**src/rtl/clock_domain_export.sv**
```systemverilog
`default_nettype none
// ============================================================================
// Module      : clock_domain_export
// Description : Source end of a toggle req/ack clock-domain crossing.
//               Words pushed by local logic are queued in a small FIFO and
//               sent one at a time to a receiver in another clock domain.
//               For each word, handshake_data is loaded first, handshake_req
//               toggles one cycle later, and the word is complete once the
//               synchronised acknowledge matches handshake_req again.
// Options     : CLOCK_DOMAIN_EXPORT_OVERFLOW_EN adds a sticky overflow output
//               that is set when a push is refused because the FIFO is full.
// Revision    : 1.0 - initial release
// ============================================================================
module clock_domain_export #(
    parameter int SIZE  = 8,   // width of each transferred word
    parameter int DEPTH = 4    // FIFO entries, power of two, >= 2
) (
    input  logic            clk,
    input  logic            rst_n,
    input  logic [SIZE-1:0] data,
    input  logic            stb,
    output logic            ready,
    output logic            busy,
    output logic [SIZE-1:0] handshake_data,
    output logic            handshake_req,
    input  logic            handshake_ack
`ifdef CLOCK_DOMAIN_EXPORT_OVERFLOW_EN
    ,
    output logic            overflow
`endif
);

    // ------------------------------------------------------------------
    // Derived sizes
    // ------------------------------------------------------------------
    // Pointers carry one extra bit so that full and empty can be told
    // apart when the index bits are equal.
    localparam int AW = $clog2(DEPTH);
    localparam int PW = AW + 1;

    // ------------------------------------------------------------------
    // Transfer state machine encoding
    // ------------------------------------------------------------------
    typedef enum logic [1:0] {
        ST_IDLE  = 2'd0,   // waiting for a queued word and a settled link
        ST_SETUP = 2'd1,   // data loaded, req toggles on the next edge
        ST_WAIT  = 2'd2    // req toggled, waiting for the matching ack
    } state_t;

    state_t          r_state;
    state_t          w_state_next;

    // ------------------------------------------------------------------
    // Registers and wires
    // ------------------------------------------------------------------
    logic            r_ack_meta;      // first synchroniser stage
    logic            r_ack_s;         // synchronised acknowledge
    logic [SIZE-1:0] r_mem [DEPTH];   // FIFO storage
    logic [PW-1:0]   r_wr_ptr;
    logic [PW-1:0]   r_rd_ptr;
    logic [SIZE-1:0] r_data;          // word presented to the receiver
    logic            r_req;           // toggle request line

    logic            w_full;
    logic            w_empty;
    logic            w_push;          // accepted write this cycle
    logic            w_load;          // FSM pops the head into r_data
    logic            w_toggle;        // FSM flips the request line
    logic            w_link_idle;     // receiver has caught up with r_req
    logic [SIZE-1:0] w_head;

    // ------------------------------------------------------------------
    // FIFO status, all derived from registers only
    // ------------------------------------------------------------------
    assign w_empty = (r_wr_ptr == r_rd_ptr);
    assign w_full  = (r_wr_ptr[PW-1] != r_rd_ptr[PW-1]) &&
                     (r_wr_ptr[AW-1:0] == r_rd_ptr[AW-1:0]);

    // A push that coincides with a pop is still judged against the
    // pre-pop occupancy, so a full FIFO refuses it.
    assign w_push  = stb && !w_full;
    assign w_head  = r_mem[r_rd_ptr[AW-1:0]];

    // The receiver has consumed the last toggle once its synchronised
    // acknowledge equals the current request level.
    assign w_link_idle = (r_ack_s == r_req);

    // ------------------------------------------------------------------
    // Outputs
    // ------------------------------------------------------------------
    assign ready          = !w_full;
    assign busy           = !w_empty || (r_state != ST_IDLE);
    assign handshake_data = r_data;
    assign handshake_req  = r_req;

    // Two-flop synchroniser bringing the foreign-domain acknowledge in.
    always_ff @(posedge clk or negedge rst_n) begin
        if (!rst_n) begin
            r_ack_meta <= 1'b0;
            r_ack_s    <= 1'b0;
        end else begin
            r_ack_meta <= handshake_ack;
            r_ack_s    <= r_ack_meta;
        end
    end

    // FIFO storage write; contents need no reset since the pointers gate reads.
    always_ff @(posedge clk) begin
        if (w_push) begin
            r_mem[r_wr_ptr[AW-1:0]] <= data;
        end
    end

    // FIFO pointers; wrap happens by natural overflow of the extra bit.
    always_ff @(posedge clk or negedge rst_n) begin
        if (!rst_n) begin
            r_wr_ptr <= '0;
            r_rd_ptr <= '0;
        end else begin
            if (w_push) begin
                r_wr_ptr <= r_wr_ptr + PW'(1);
            end
            if (w_load) begin
                r_rd_ptr <= r_rd_ptr + PW'(1);
            end
        end
    end

    // State register for the transfer sequencer.
    always_ff @(posedge clk or negedge rst_n) begin
        if (!rst_n) begin
            r_state <= ST_IDLE;
        end else begin
            r_state <= w_state_next;
        end
    end

    // Next-state and control decode for the transfer sequencer.
    always_comb begin
        w_state_next = r_state;
        w_load       = 1'b0;
        w_toggle     = 1'b0;
        case (r_state)
            ST_IDLE: begin
                // Only start a new word once the previous toggle has been
                // acknowledged; after reset both levels are zero.
                if (!w_empty && w_link_idle) begin
                    w_load       = 1'b1;
                    w_state_next = ST_SETUP;
                end
            end
            ST_SETUP: begin
                // Data was registered last edge, so it is already stable
                // at the receiver before the request edge arrives.
                w_toggle     = 1'b1;
                w_state_next = ST_WAIT;
            end
            ST_WAIT: begin
                if (w_link_idle) begin
                    w_state_next = ST_IDLE;
                end
            end
            default: begin
                w_state_next = ST_IDLE;
            end
        endcase
    end

    // Data and request lines presented to the receiver domain.
    always_ff @(posedge clk or negedge rst_n) begin
        if (!rst_n) begin
            r_data <= '0;
            r_req  <= 1'b0;
        end else begin
            if (w_load) begin
                r_data <= w_head;
            end
            if (w_toggle) begin
                r_req <= ~r_req;
            end
        end
    end

`ifdef CLOCK_DOMAIN_EXPORT_OVERFLOW_EN
    logic r_overflow;

    // Sticky record of any refused push; only reset clears it.
    always_ff @(posedge clk or negedge rst_n) begin
        if (!rst_n) begin
            r_overflow <= 1'b0;
        end else if (stb && w_full) begin
            r_overflow <= 1'b1;
        end
    end

    assign overflow = r_overflow;
`endif

endmodule
`default_nettype wire

```
**config.mk**
```make
export PLATFORM = sky130hd
export DESIGN_NAME = clock_domain_export
export DESIGN_NICKNAME = d
export VERILOG_FILES = /design/src/rtl/clock_domain_export.sv
export SDC_FILE = /design/constraint.sdc
export NUM_CORES = 1
export LEC_CHECK = 0
export ABC_AREA = 1
export CAP_MARGIN = 20
export CORE_ASPECT_RATIO = 0.6
export CORE_UTILIZATION = 50
export DETAILED_ROUTE_END_ITERATION = 8
export HOLD_SLACK_MARGIN = 0.08
export PLACE_DENSITY = 0.74
export SETUP_SLACK_MARGIN = 0.02
export SLEW_MARGIN = 20
export SYNTH_ARGS = -nofsm -noshare
export SYNTH_HDL_FRONTEND = slang
export SYNTH_SLANG_ARGS = --single-unit
```
**constraint.sdc**
```tcl
create_clock -name clk -period 1.69 [get_ports clk]
set_input_delay 0.338 -clock clk [delete_from_list [all_inputs] [get_ports clk]]
set_output_delay 0.338 -clock clk [all_outputs]
set_load 0.01 [all_outputs]
```
== Yosys cells after proc, flatten, opt, wreduce, memory -nomap -nowiden ==
Memory sizes are Yosys's and may differ from the RTL's. A register that Yosys moved wholly into a read port is not among the register bits.
Index checks and enable logic that the tools add are counted.

* Flip-flop bits (word level): 11
* RAM bits: 32
* Output and inout port bits: 11
* Word-level logic and storage cells: 36
* Memories: 1

* Add/sub/neg operators: 2
* Equality and inequality tests: 8
* Muxes and demuxes: 8
* Bitwise logic cells: 1
* Reductions and logical operators: 10

{| class="wikitable"
|+ Memories
! memory !! depth !! width !! read ports !! clocked after Yosys merged registers in !! write ports !! RTL line !! text
|-
| r_mem || 4 || 8 || 1 || 1 || 1 || 58 || <nowiki>logic [SIZE-1:0] r_mem [DEPTH];</nowiki>
|}

{| class="wikitable"
|+ Operators with widths
! cell !! number
|-
| 3-bit by 1-bit adder with 3-bit output, second input constant || 2
|-
| 2-bit case mux with 3 select lines || 1
|-
| 1-bit 2-to-1 mux || 5
|-
| 2-bit 2-to-1 mux || 2
|-
| 2-bit inequality test, second input constant || 2
|-
| 3-bit equality test || 1
|-
| 1-bit logical AND || 3
|-
| 1-bit zero test || 3
|-
| 2-bit by 1-bit equality test with 1-bit output, second input constant || 1
|-
| 2-bit equality test || 1
|-
| 2-bit equality test, second input constant || 1
|-
| 2-bit zero test || 1
|-
| 2-bit AND reduction || 1
|-
| 2-bit nonzero test || 1
|-
| 1-bit equality test || 1
|-
| 1-bit logical OR || 1
|-
| 1-bit inequality test || 1
|-
| 1-bit inverter || 1
|}

== Depth between registers and ports, before layout ==
* Word-level depth: 6
* Gate-level depth with buffers: 8

== Least setup slack after synthesis ==
Ideal clock, no wire load.

* Kind: reg2reg
* Start point: register r_rd_ptr[1]
* End point: memory r_mem[0][0] (enable)
* Setup time: 0.371 ns
* Arrival time: 1.320 ns
* Required time: 1.319 ns
* Path slack: -0.001 ns
* Stages on the path, launching flop included: 7
* Path buffers: 1
* Cell sequence: dfrtp_1 -> buf_4 -> nand2_2 -> nand2_2 -> nand3b_4 -> nand2_1 -> nor2_1

* Word-level cells in the longest chain between the ends: 6

{| class="wikitable"
|+ RTL lines
! element !! RTL line !! text
|-
| start: declaration || 60 || <nowiki>logic [PW-1:0] r_rd_ptr;</nowiki>
|-
| start signal: assignment || 124 || <nowiki>r_rd_ptr <= r_rd_ptr + PW'(1);</nowiki>
|-
| 2-bit equality test || 77 || <nowiki>(r_wr_ptr[AW-1:0] == r_rd_ptr[AW-1:0]);</nowiki>
|-
| 1-bit logical AND || 76 || <nowiki>assign w_full = (r_wr_ptr[PW-1] != r_rd_ptr[PW-1]) &&</nowiki>
|-
| 1-bit zero test || -- ||
|-
| via ready || 22 || <nowiki>output logic ready,</nowiki>
|-
| 1-bit logical AND || 81 || <nowiki>assign w_push = stb && !w_full;</nowiki>
|-
| 1-bit 2-to-1 mux || 109 || <nowiki>if (w_push) begin</nowiki>
|-
| 1-bit 2-to-1 mux (implied by the code) || 110 || <nowiki>r_mem[r_wr_ptr[AW-1:0]] <= data;</nowiki>
|-
| end: declaration || 58 ||
|}

The timed path passes the listed nets, and every way through them passes these cells.

== Final worst setup path ==
* Start point: register r_req, in the netlist handshake_req
* End point: output port handshake_req

{| class="wikitable"
|+ RTL lines
! element !! RTL line !! text
|-
| start: declaration || 62 || <nowiki>logic r_req;</nowiki>
|-
| start signal: assignment || 179 || <nowiki>r_req <= ~r_req;</nowiki>
|-
| end: declaration || 25 || <nowiki>output logic handshake_req,</nowiki>
|}

No word-level cell between the ends.

==> metrics.md <==
| Metric | Value |
|---|---|
| Status | complete, no violations |
| Crit path buf inv count | 1 |
| Mapped Cells | 230 |
| Input/output buffers | 22 |
| # Max-Cap Violations | 0 |
| Critical path class | flop to output pin |
| Worst path required time | roughly 1.4 ns |
| Setup crit end kind | output pin |
| # IOs | 23 |
| CTS tree | built |
| CTS sink count | between 50 and 60 |
| Synth Cell Area | around 0.0023 sq mm |
| Total gr overflow | 0 |
| RePlAce Congestion | 0.789 |
| Slowest cell on crit path | clkdlybuf4s50_1 |
| ANT cells | 0 |
| Max Clock Skew | 0.00891 ns |
| P_sw | between 1.5 and 2 mW |
| Worst path cell trace | clkdlybuf4s50_1 |
| Post-route setup slack | 0.0886 ns |
| TritonCTS buffer count | 5 |
| Dpl hpwl | slightly below 3 mm |
| Die area | 0.00491 sq mm |
| Worst Hold Class | flop to flop |
| Vias in the first global route | around 1400 |
| Vias | about 1600 |
| Sw frac | 38.3% |
| WL/cell | between 10 and 15 um |
| Min Tclk post-route | approximately 1.6 ns |
| Clk pwr share | roughly 14% |
| Mapped Nets | 247 |
| First-pass GRT wire length | between 6 and 7 mm |
| Clk Latency, worst-skew pair | roughly 0.30 ns |
| Global-route usage over all layers | 19.1% |
| Period utilization | between 90% and 100% |
| Distinct cells, synth | 21 |
| Largest net degree at the start of global routing | 20 |
| Largest area contributor in the netlist | edfxtp_1 |
| Register area share after synthesis | between 60 and 70% |
| Row count | 18 |
| Place WS | approximately 0.065 ns |
| Comb power frac | between 40% and 50% |
| Worst-path fanout max | 3 |
| CTS root buf | clkbuf_8 |
| Final core utilization | approximately 65% |
| Crit start category | flop |
| Drt pass-1 iters | 4 |
| FMAX | between 600 and 700 MHz |
| Longest Clk Path Bufs | 2 |
| Synth warnings | 0 |
| Rel. slew slack | approximately four fifths |
| Sequential Power Share | 38.9% |
| Die span in x | approximately 90 um |
| Chip Height | approximately 55 um |
| Antenna violations before repair | 0 |
| Pwr Total | 4.86 mW |
| Worst path max stage delay | ~0.55 ns |
| Avg Cell Area, Syn | roughly 10 sq um |
| Worst-path clk slew | 0.09 ns |
| Maximum ir drop on the vdd rail | approximately 0.0010 V |
| DR vias/cell | between 4 and 5 |
| Number of synthesized flops with an enable pin | 32 |
| Final setup violation count | 0 |
| Fill cells | between 300 and 400 |
| Post-synth top cells | 74 x nand2_1, 42 x inv_1, 32 x edfxtp_1 |
| Worst-Margin Slew | ~0.32 ns |
| Routed wire length | 4.07 mm |
| H-tree levels | 2 |
| Hold slack final | 0.355 ns |
| Final Hold Fails | 0 |
| Ys flop type | edfxtp_1 |
| Top-area cell type share of the netlist area | approximately two fifths |
| Most instantiated library cell after synthesis | nand2_1 |
| Core footprint | about 0.0043 sq mm |
| Synth-to-Final Area Change | 20.9% |
| Synth top area cells | edfxtp_1 42%, dfrtp_1 21%, nand2_1 12%, inv_1 6.8%, nand3_1 4.1% |
| PwrDens | ~1700 mW/mm^2 |
| DRC viols | 0 |
| Fin nets | a little under 300 |
| Post-synth ARST share | approximately 37% |
| RSZ-0062 raised after global routing | no |
| Fraction of layout cells with a size suffix above 1 | about 15% |
| Int Pwr | roughly 3.0 mW |
| CTS Hold Buffers Added | 0 |
| Starting DRT DRC Count | 83 |
| Leak | 1.35 nW |
| Initial core utilization | 54.1% |
| Top delay family on crit path | buffers and inverters |
| FF+latch count, synth | approximately 50 |
| Max-slew violations | 0 |
| Worst Path Arrival | roughly 1.3 ns |
| Detail Route Antenna Nets | 0 |
==> final cells by class <==
type                    instances  area (sq um)  area share (%)
multi-input cells             127           663            23.7
inverters                      44           165            5.91
well taps                      60          75.1            2.68
clock inverters                 2          13.8           0.492
repair buffers                 43           368            13.2
clock buffers                   6          72.6            2.60
flip-flops and latches         51          1440            51.5
==> power by group through the flow <==
stage	clock network, mW	logic, mW	registers [mW]
floorplan	0	1.43	1.95
global placement	0	2.18	1.92
detailed placement	0	2.22	1.93
CTS	0.707	2.27	1.90
global route	0.760	2.62	1.93
finish	0.679	2.29	1.89
==> sequential cells by signal, summed over array words and instances, names as in the netlist <==
name / count
r_mem: 32
r_ack_meta: 1
r_wr_ptr: 3
handshake_data: 8
handshake_req: 1
r_ack_s: 1
r_state: 2
r_rd_ptr: 3
==> cells by family after synthesis <==
family / share of synthesized area (%)
AND/OR/NAND/NOR: 22.7
adder cells (fa/ha/maj): 2.70
buffers and inverters: 9.57
flip-flops: 62.1
AO/OA/AOI/OAI: 0.216
XOR/XNOR: 2.70
==> stage by stage <==
step           cells  instance area, sq um  setup TNS (ns)
6_report         333                  2800               0
5_1_grt          333                  2800               0
4_1_cts          331                  2780               0
3_5_place_dp     321                  2680               0
3_3_place_gp     321                  2680               0
2_1_floorplan    230                  2310         -0.0259
==> repair_timing <==
item                       4_1_cts  5_1_grt
resized for setup                8        3
hold endpoints to repair         0        0
setup endpoints to repair        2        4
pin swaps                        2        1
buffers inserted                 2        2
gates cloned                     0        0
==> path summary, 6_finish.rpt <==
path / start / endpoint / slack, ns / cells after the start
setup / recovery: handshake_req / handshake_req / 0.09 / 1
hold / removal: r_ack_meta / r_ack_s / 0.35 / 0
setup reg to reg: r_wr_ptr[2] / r_mem[2][7] / 0.16 / 7
hold reg to reg: r_ack_meta / r_ack_s / 0.35 / 0
max in group asynchronous: rst_n / r_rd_ptr[0] / 1.12 / 2
min in group asynchronous: rst_n / handshake_data[6] / 0.36 / 2
==> per-layer routing <==
metal	routed length (um)	up-vias	GRT usage [%]
met5	0	-	0
met4	43	0	9.84
met3	328	4	4.58
met2	1730	46	28.1
met1	1970	711	27.0
li1	-	809	-
==> cells in the final DEF (no fill, tap or decap), types with 2 or more instances in the layout <==
cell type        count
inv_1               42
clkbuf_8             5
nand2_2              2
nor2_1               5
inv_2                2
buf_4               21
xor2_1               2
dfrtp_1             17
nand2_1             74
xnor2_1              2
dfrtp_2              2
nand4_1             12
buf_2                2
nand3_1             19
edfxtp_1            32
ha_1                 5
clkdlybuf4s50_1     20
(Power assumes the default switching activity.)
==> RTL edit 1 (same flow settings) <==
Encoding of `state_t`: now one-hot (3 bits for 3 states).
--- a/src/rtl/clock_domain_export.sv
+++ b/src/rtl/clock_domain_export.sv
@@ -41,10 +41,10 @@
     // ------------------------------------------------------------------
     // Transfer state machine encoding
     // ------------------------------------------------------------------
-    typedef enum logic [1:0] {
-        ST_IDLE  = 2'd0,   // waiting for a queued word and a settled link
-        ST_SETUP = 2'd1,   // data loaded, req toggles on the next edge
-        ST_WAIT  = 2'd2    // req toggled, waiting for the matching ack
+    typedef enum logic [2:0] {
+        ST_IDLE  = 3'b001,   // waiting for a queued word and a settled link
+        ST_SETUP = 3'b010,   // data loaded, req toggles on the next edge
+        ST_WAIT  = 3'b100    // req toggled, waiting for the matching ack
     } state_t;
 
     state_t          r_state;
Check against the original RTL: same outputs for any inputs over 10 cycles, from zero or initial values and one cycle with rst_n low; not proved beyond that.
==> RTL edit 1 against the original RTL <==
  * Clock power up 0.6%
  * Largest power group unchanged
  * Hold slack better by 0.0052 ns
  * Sequential cell count up 1
  * Sequential power up 4%
  * Routed wire length up 5.8%
  * Synthesized area up 2.8%
  * Combinational power up 2%
  * Final area up 1.7%
  * Worst setup slack worse by 0.048 ns
  * Synthesized cell count up 3.5%
  * Register-to-register slack worse by 0.05 ns
  * Clock skew down 0.0042 ns
  * Final cell count up 2.1%
  * Total power up 2.3%
==> RTL edit 1: results (changes against the original RTL) <==
[global_routing] GRT Overall Usage 0.1935 [+0.002006]
[synth] synthesized-area fraction occupied by xor and xnor cells 0.02947 [+0.002432]
[cts] total of cells resized after clock tree synthesis 9 [+1]
[route] met2 wire length 1.934 mm [+12%]
[cts] Post CTS Setup Buffer Count 0 [-2]
[sta] final clock skew 0.004701 ns [-0.004212 ns]
[cells_and_area] area of the multi-input gates 700.7 sq um [+5.7%]
[critical_path] Critical-path top delay cell sky130_fd_sc_hd__dfrtp_2
[critical_path] crit path to ready
[synth] share of flip-flops with an asynchronous set or reset after synthesis 0.3846 [+0.01207]
[critical_path] worst endpoint data arrival time 1.31 ns [+0.05 ns]
[cells_and_area] portion of the layout cell area used by clock cells 0.02990 [-0.0009693]
[route] number of DRC violations after detailed-routing iteration 0 76 [-8.4%]
[cells_and_area] number of sequential cells 52 [+2.0%]
[cells_and_area] comb_multi_in 133 [+4.7%]
[run_status] run status completed
[global_routing] global-route wire length before repair 7.251 mm [+7.3%]
[placement] Final HPWL DP 3.034 mm [+4.3%]
[synth] number of distinct standard cells referenced by the synthesized netlist 23 [+9.5%]
[cells_and_area] register share of the cell area 0.5145 [about the same]
[synth] adder and majority gate portion of the synthesized area 0.02632 [-0.0007259]
[cells_and_area] Non-clock buffers 39 [-9.3%]
[global_routing] vias in the first global route 1531 [+9.7%]
[cells_and_area] fill cell instance count of the final layout 397 [+17%]
[critical_path] Worst R2R End r_mem[2][5]
[synth] leading cell types by total area after synthesis sky130_fd_sc_hd__edfxtp_1, sky130_fd_sc_hd__dfrtp_1, sky130_fd_sc_hd__nand2_1
[critical_path] reg2reg path depth 8 [+1]
[synth] most common library cells after synthesis sky130_fd_sc_hd__nand2_1, sky130_fd_sc_hd__inv_1, sky130_fd_sc_hd__edfxtp_1
[sta] Hold WS 0.3602 ns [+0.005219 ns]
[sta] worst slew margin relative to its limit 0.7916 [+0.005204]
[synth] net count after synthesis 255 [+3.2%]
[critical_path] Worst setup startpoint r_rd_ptr[0]
-- RTL edit 1: changes by cell type after synthesis, sizes merged --
| cell | delta |
|---|---|
| nor3 | +1 |
| dfstp | +1 |
| or2 | -1 |
| buf | +1 |
| inv | +1 |
| o21ai | +1 |
| nand2 | +3 |
| nand3b | +1 |
| nor2 | +1 |
| clkbuf | -1 |
-- RTL edit 1: per-layer routing --
layer  GRT usage  up-vias
met3     0.04545        7
met4     0.04762        0
li1            -      830
met2      0.2890       38
met5           0        -
met1      0.2891      739
-- RTL edit 1: metrics by stage --
step / instances / cell area (sq um) / setup WS, ns
2_1_floorplan: 238 / 2377 / -0.01487
3_3_place_gp: 331 / 2743 / 0.06020
3_5_place_dp: 331 / 2743 / 0.05039
4_1_cts: 339 / 2834 / 0.03085
5_1_grt: 340 / 2845 / -0.01964
6_report: 340 / 2845 / 0.04050
==> RTL edit 2 (config.mk and constraints unchanged) <==
Made on the original files. The parameter `DEPTH` goes from 4 to 8.
--- a/src/rtl/clock_domain_export.sv
+++ b/src/rtl/clock_domain_export.sv
@@ -13,7 +13,7 @@
 // ============================================================================
 module clock_domain_export #(
     parameter int SIZE  = 8,   // width of each transferred word
-    parameter int DEPTH = 4    // FIFO entries, power of two, >= 2
+    parameter int DEPTH = 8    // FIFO entries, power of two, >= 2
 ) (
     input  logic            clk,
     input  logic            rst_n,
Check against the original RTL: not equivalent (Yosys sat finds a counterexample within 10 cycles, from zero or initial values and one cycle with rst_n low).
==> RTL edit 2 against the original RTL <==
  * Synthesized area up 70%
  * Final cell count is 75% higher
  * Synthesized cell count grew 82%
  * Worst setup slack got worse by 0.080 ns
  * Sequential cell count up 34
  * Highest routed layer unchanged
  * Largest cell class unchanged
  * Routed wire length is 120% higher
  * Final area increased by 74%
  * Total power grew 77%
==> RTL edit 2: results (changes against the original RTL) <==
[synth] adder and majority gate portion of the synthesized area 0.006361 [-0.02068]
[route] met2 wire length 3.787 mm [+120%]
[synth] number of distinct standard cells referenced by the synthesized netlist 20 [-4.8%]
[route] met3 WL post-DR 848 um [+160%]
[cts] htree depth 3 [+1]
[cts] Post CTS Setup Buffer Count 5 [+3]
[synth] leading cell types by total area after synthesis sky130_fd_sc_hd__edfxtp_1, sky130_fd_sc_hd__nand2_1, sky130_fd_sc_hd__dfrtp_1
[synth] share of flip-flops with an asynchronous set or reset after synthesis 0.2471 [-0.1255]
[run_status] run status completed
[synth] fraction of the mapped netlist area in compound gates 0 [-0.002163]
[synth] synthesized-area fraction occupied by xor and xnor cells 0.01972 [-0.007322]
[synth] post-synthesis instance total 419 [+82%]
[sta] final clock skew 0.008478 ns [-0.0004346 ns]
[synth] net count after synthesis 433 [+75%]
[cts] CTS buffer count 9 [+4]
[critical_path] Critical-path top delay cell sky130_fd_sc_hd__dfrtp_1
[cells_and_area] total number of nets in the final design 489 [+69%]
[route] sum of routed wire segments on met1 4.068 mm [+110%]
[synth] fraction of the yosys area taken by sequential cells 0.6221 [+0.001261]
[global_routing] vias in the first global route 2658 [+90%]
[placement] placed cells 560 [+74%]
[critical_path] critical path's largest stage delay 0.41 ns [-0.14 ns]
[cts] clock latency of the later-clocked register in the worst-skew pair 0.34 ns [+0.04 ns]
[global_routing] largest net degree at the start of global routing 35 [+75%]
[hold_path] kind of path behind the tightest hold check in2async
[critical_path] worst-path fanout max 4 [+1]
[cts] total of cells resized after clock tree synthesis 13 [+5]
[route] Via Count 2848 [+81%]
[cells_and_area] fraction of layout cells with a size suffix above 1 0.1771 [+0.02690]
[placement] weighted congestion reported at the end of routability-driven placement 0.8068 [+2.2%]
[power] largest vdd supply drop 1.007 mV [+1.0%]
[placement] Final HPWL DP 5.835 mm [+100%]
[sta] Tightest Pin Transition 0.3538 ns [+0.03563 ns]
[synth] EDFF count, synth 64 [+100%]
[RTL edit 2: changes by cell type after synthesis, sizes merged, moves of 8 or more]
cell	unedited run	this run
nor2	5	15
buf	7	15
nand4	12	1
nand2	76	173
edfxtp	32	64
nand3	21	44
inv	44	76
[RTL edit 2: final cells by class]
cell class / count / area (sq um)
Tap cell: 104 / 130.1
Timing Repair Buffer: 60 / 528.0
Multi-Input combinational cell: 243 / 1169
Fill cell: 610 / 2584
Sequential cell: 85 / 2447
Clock buffer: 11 / 252.7
Inverter: 76 / 287.8
Clock inverter: 5 / 48.80
[RTL edit 2: path summary, 6_finish.rpt]
path	start	end	slack, ns	depth (start not counted)
min in group clk	r_ack_meta	r_ack_s	0.35	0
max	r_rd_ptr[3]	busy	0.009	7
max in group asynchronous	rst_n	r_rd_ptr[1]	1.12	2
min	rst_n	handshake_data[3]	0.34	2
min reg2reg	r_ack_meta	r_ack_s	0.35	0
max reg2reg	r_rd_ptr[1]	r_mem[7][1]	0.04	7
[RTL edit 2: routing by layer]
metal  vias up  GRT usage
li1       1409          -
met4         0    0.07265
met5         -          0
met1      1325     0.3635
met3        10    0.07798
met2       104     0.3248
[RTL edit 2: logic make-up after synthesis]
logic type               Yosys count
XOR/XNOR                           8
adder cells (fa/ha/maj)            2
buffers and inverters             91
flip-flops                        85
AND/OR/NAND/NOR                  233
[RTL edit 2: where the power goes]
| part | leakage, uW | total [uW] | internal, uW | switching (uW) |
|---|---|---|---|---|
| combinational | 0.00133 | 3700 | 1420 | 2280 |
| sequential | 0.000842 | 2910 | 2710 | 205 |
| clock | 0.000153 | 1980 | 1210 | 769 |
| total | 0.00232 | 8590 | 5340 | 3260 |
